[config.mk]
export PLATFORM = sky130hd
export DESIGN_NAME = instr_fetch
export DESIGN_NICKNAME = d
export VERILOG_FILES = /design/src/rtl/instr_fetch.sv
export SDC_FILE = /design/constraint.sdc
export NUM_CORES = 1
export LEC_CHECK = 0
export CORE_MARGIN = 5
export CORE_UTILIZATION = 40
export DETAILED_ROUTE_END_ITERATION = 6
export PLACE_DENSITY = 0.67
export SLEW_MARGIN = 10
export SYNTH_ARGS = -nofsm -noshare
export SYNTH_HDL_FRONTEND = slang
export SYNTH_SLANG_ARGS = --single-unit
[constraint.sdc]
create_clock -name clk -period 3.3 [get_ports clk]
set_input_delay 0.66 -clock clk [delete_from_list [all_inputs] [get_ports clk]]
set_output_delay 0.66 -clock clk [all_outputs]
set_load 0.03 [all_outputs]
[src/rtl/instr_fetch.sv]
// instr_fetch: PC generator and small fetch FIFO feeding decode, with redirect and halt-on-zero.
// Define FETCH_PERF_CNT_EN to enable the saturating fetch_count counter; otherwise it reads 0.
module instr_fetch #(
  parameter logic [15:0] RESET_PC = 16'h0000,
  parameter int unsigned PC_STEP  = 2,
  parameter int unsigned DEPTH    = 2
) (
  input  logic        clk,
  input  logic        rst_n,
  output logic [15:0] imem_pc,
  input  logic [15:0] imem_instr,
  input  logic        redirect_valid,
  input  logic [15:0] redirect_pc,
  output logic        out_valid,
  input  logic        out_ready,
  output logic [15:0] out_pc,
  output logic [15:0] out_instr,
  output logic        halted,
  output logic [15:0] fetch_count
);

  localparam int unsigned AW        = (DEPTH > 2) ? 2 : 1;
  localparam logic [AW:0] C_FULL    = DEPTH[AW:0];
  localparam logic [15:0] C_PC_STEP = PC_STEP[15:0];

  typedef enum logic {
    S_FETCH = 1'b0,
    S_HALT  = 1'b1
  } state_t;

  state_t        r_state;
  state_t        w_state_next;
  logic [15:0]   r_pc;
  logic [AW-1:0] r_wr_ptr;
  logic [AW-1:0] r_rd_ptr;
  logic [AW:0]   r_count;
  logic [15:0]   r_fifo_pc    [DEPTH];
  logic [15:0]   r_fifo_instr [DEPTH];
  logic          w_push;
  logic          w_pop;
  logic          w_zero_word;
  logic          w_unused;

  assign w_unused    = redirect_pc[0];
  assign w_zero_word = (imem_instr == 16'h0000);

  // State register
  always_ff @(posedge clk or negedge rst_n) begin
    if (!rst_n) begin
      r_state <= S_FETCH;
    end else begin
      r_state <= w_state_next;
    end
  end

  // Next-state logic: redirect always wins and leaves HALT
  always_comb begin
    w_state_next = r_state;
    if (redirect_valid) begin
      w_state_next = S_FETCH;
    end else if (w_push && w_zero_word) begin
      w_state_next = S_HALT;
    end
  end

  // Output / control decode; a full FIFO at cycle start blocks the push even if a pop occurs
  always_comb begin
    w_push = (r_state == S_FETCH) && (r_count != C_FULL) && !redirect_valid;
    w_pop  = out_valid && out_ready && !redirect_valid;
    halted = (r_state == S_HALT);
  end

  always_ff @(posedge clk or negedge rst_n) begin
    if (!rst_n) begin
      r_pc <= RESET_PC;
    end else if (redirect_valid) begin
      r_pc <= {redirect_pc[15:1], 1'b0};
    end else if (w_push && !w_zero_word) begin
      r_pc <= r_pc + C_PC_STEP;
    end
  end

  always_ff @(posedge clk or negedge rst_n) begin
    if (!rst_n) begin
      r_wr_ptr <= '0;
      r_rd_ptr <= '0;
      r_count  <= '0;
    end else if (redirect_valid) begin
      r_wr_ptr <= '0;
      r_rd_ptr <= '0;
      r_count  <= '0;
    end else begin
      if (w_push) begin
        r_wr_ptr <= r_wr_ptr + 1'b1;
      end
      if (w_pop) begin
        r_rd_ptr <= r_rd_ptr + 1'b1;
      end
      r_count <= r_count + {{AW{1'b0}}, w_push} - {{AW{1'b0}}, w_pop};
    end
  end

  // Storage is reset so the head reads 0 out of reset and never carries X
  generate
    for (genvar gi = 0; gi < DEPTH; gi++) begin : g_entry
      always_ff @(posedge clk or negedge rst_n) begin
        if (!rst_n) begin
          r_fifo_pc[gi]    <= '0;
          r_fifo_instr[gi] <= '0;
        end else if (w_push && (r_wr_ptr == AW'(gi))) begin
          r_fifo_pc[gi]    <= r_pc;
          r_fifo_instr[gi] <= imem_instr;
        end
      end
    end
  endgenerate

  assign imem_pc   = r_pc;
  assign out_valid = (r_count != '0);
  assign out_pc    = r_fifo_pc[r_rd_ptr];
  assign out_instr = r_fifo_instr[r_rd_ptr];

`ifdef FETCH_PERF_CNT_EN
  logic [15:0] r_fetch_count;

  always_ff @(posedge clk or negedge rst_n) begin
    if (!rst_n) begin
      r_fetch_count <= '0;
    end else if (w_push && (r_fetch_count != 16'hFFFF)) begin
      r_fetch_count <= r_fetch_count + 16'd1;
    end
  end

  assign fetch_count = r_fetch_count;
`else
  assign fetch_count = 16'h0000;
`endif

endmodule

==> flow_metrics.py <==
metrics = {
    "status": {
        "outcome": "completed",
    },
    "detailed_routing": {
        "dr.pass1.iters": 4,
        "via_per_inst": 4.83,
        "final_antenna_net_count": 0,
        "drt-initial-drc-count": 74,
        "drc_errors": 0,
        "routedWlPerCell_um": 16.2,
        "finalWirelength_mm": 8.71,
        "vias": 2605,
    },
    "clocking": {
        "hold_buffers": 0,
        "cts_buffers": 9,
        "cts_buffer_depth": 2,
        "cts_max_level": 3,
        "cts_tree": "yes",
        "cts_resized": 0,
        "clock-sinks": 82,
        "insertion_delay_ns": 0.35,
        "path_clk_slew_ns": 0.09,
        "cts_setup_buffers": 0,
        "cts_root_buf": "clkbuf_8",
    },
    "logic_synthesis": {
        "synth_cell_types": 39,
        "yosysTopAreaCell": "dfrtp_1",
        "ys_ff_latch": 82,
        "ys_seq_area_frac": 0.501,
        "syn-cell-area_um2": 4100,
        "synth.most_common_cell": "mux2_2",
        "synth-edff-count": 0,
        "yosysTopAreaCellShare": 0.501,
        "async_reset_ff_frac": 1.00,
        "ys_warn_count": 0,
        "syn_area_per_cell_um2": 13.1,
        "synthesis.instances": 313,
        "synthTopCellsByArea": "dfrtp_1 (50%), mux2_2 (25%), buf_4 (4.4%)",
        "synth_ff_type": "dfrtp_1",
        "synthTopCellsByCount": "mux2_2 (90), dfrtp_1 (82), buf_4 (24)",
    },
    "final_layout": {
        "fin_cells": 539,
        "final_net_count": 437,
        "area_growth_pct": 26.8,
        "drive_above_1_share": 0.325,
        "diodes": 0,
        "final_util": 0.512,
    },
    "worst_setup_path": {
        "path_buf_inv": 2,
        "startpoint": "r_rd_ptr",
        "cpMaxStageDelayCell": "clkdlybuf4s50_1",
        "slowest_delay_ns": 0.61,
        "required_ns": 2.64,
        "regToRegStartpoint": "r_count[1]",
        "cp_max_fo": 20,
        "cp.arrival_ns": 1.98,
        "crit_chain": "buf_4, mux2_2, clkdlybuf4s50_1",
        "start_kind": "flip-flop",
        "cp-end-kind": "primary output",
        "rr_worst_depth": 8,
        "worst-setup-path-type": "flip-flop to primary output",
        "path_delay_family": "buffers and inverters",
        "cp_num_cells": 3,
    },
    "floorplanning": {
        "die-area_um2": 12400,
        "core-area_um2": 10100,
        "start_util": 0.404,
        "rows": 37,
        "die_y_um": 111,
        "top_level_ports": 102,
        "die_w_um": 111,
    },
    "placement": {
        "gp_congestion": 0.723,
        "port_buffers": 82,
        "dp.cells": 523,
        "dp_hpwl_mm": 6.19,
    },
    "sta": {
        "setup_viol": 0,
        "max_slew_margin": 0.301,
        "fin_hold_ws_ns": 0.473,
        "fmax_ghz": 0.379,
        "worstMarginPinSlew_ns": 1.05,
        "fin_crit_ns": 2.64,
        "fin_skew_ns": 0.0141,
        "rsz0062_at_grt": "no",
        "report.final.slew_viol_count": 0,
        "finalSetupTns_ns": 0,
        "hold_violations": 0,
        "fin_crit_sh": 0.800,
    },
    "global_routing": {
        "grt_usage": 0.146,
        "grt_max_degree": 83,
        "grt_overflow_total": 0,
        "grt_pass1_vias": 2831,
        "grt_pass1_wl_mm": 14.5,
        "antenna_found_initial": 0,
    },
    "power": {
        "combPwrFrac": 0.518,
        "ir_worst_vdd_mv": 0.454,
        "p_int_uw": 3160,
        "p_leak_uw": 0.00214,
        "pwr-share-clk": 0.150,
        "p_per_area_nw_per_um2": 984,
        "switching_share": 0.383,
        "seq_power_share": 0.332,
        "p_sw_uw": 1960,
    },
    "worst_hold_path": {
        "hold_class": "input port to async pin",
    },
    "run": {
        "maxCapViolations": 0,
    },
}
[metal layers]
| layer | global-route usage | part of all wire | vias up |
|---|---|---|---|
| met2 | 0.243 | 0.50 | 56 |
| li1 | - | - | 1235 |
| met4 | 0.0511 | 0.014 | 0 |
| met3 | 0.0295 | 0.039 | 11 |
| met1 | 0.189 | 0.45 | 1303 |
| met5 | 0 | 0 | - |
[final timing paths]
kind	endpoint	slack, ns
max	out_instr[6]	0.66
min	r_fifo_instr[22]	0.47
max reg2reg	r_count[1]	1.36
min reg2reg	r_fifo_pc[6]	0.49
max in group asynchronous	r_fifo_instr[28]	2.12
min in group clk	r_fifo_pc[6]	0.49
[metrics by stage]
stage	worst slack (ns)	total power (µW)	instance area [µm²]
floorplan	1.19	3490	4160
global placement	0.720	4340	4980
detailed placement	0.682	4410	4980
CTS	0.614	5180	5190
global route	0.574	5420	5190
finish	0.661	5110	5190
[worst reg2reg max path: stages (launching register included)]
cell     delay, ns
dfrtp_1       0.41
nor2b_4       0.16
or3_4         0.38
ha_1          0.28
inv_1         0.06
ha_1          0.16
xor2_1        0.18
xnor2_1       0.14
nor2_1        0.06
[cell type report]
cell class	count	area (µm²)
Timing Repair Buffer	89	871
Clock buffer	11	151
Fill cell	888	4940
Inverter	3	11.3
Multi-Input combinational cell	213	1880
Sequential cell	82	2050
Clock inverter	5	60.1
Tap cell	136	170
[cell families after synthesis]
kind of cell | count (synthesis) | share of synthesized area
other | 1 | 0.000915
AND/OR/NAND/NOR | 65 | 0.116
adder cells (fa/ha/maj) | 3 | 0.00916
AO/OA/AOI/OAI | 16 | 0.0220
buffers and inverters | 35 | 0.0559
flip-flops | 82 | 0.501
multiplexers | 95 | 0.261
XOR/XNOR | 16 | 0.0342
[power groups by stage]
stage | Sequential (µW) | Combinational (µW) | Clock (µW)
after floorplan | 1700 | 1790 | 0
after global placement | 1690 | 2650 | 0
after detailed placement | 1720 | 2690 | 0
after CTS | 1700 | 2700 | 783
after global routing | 1760 | 2830 | 827
final | 1700 | 2650 | 765
[placed cells by master (no fill, tap or decap), types with 7 or more instances in the layout]
| cell | count |
|---|---|
| o21ai_0 | 10 |
| xor2_1 | 9 |
| conb_1 | 18 |
| nor2_1 | 11 |
| clkbuf_8 | 11 |
| clkdlybuf4s50_1 | 81 |
| xnor2_1 | 7 |
| nand2_1 | 18 |
| mux2_2 | 90 |
| dfrtp_1 | 82 |
| buf_4 | 8 |
[flip-flops by register name, summed over array words and instances (netlist names)]
name and flops:
r_fifo_instr 32, r_fifo_pc 30, r_count 2, imem_pc 15, halted 1, r_wr_ptr 1
r_rd_ptr 1
Power figures use the tool's default switching activity.
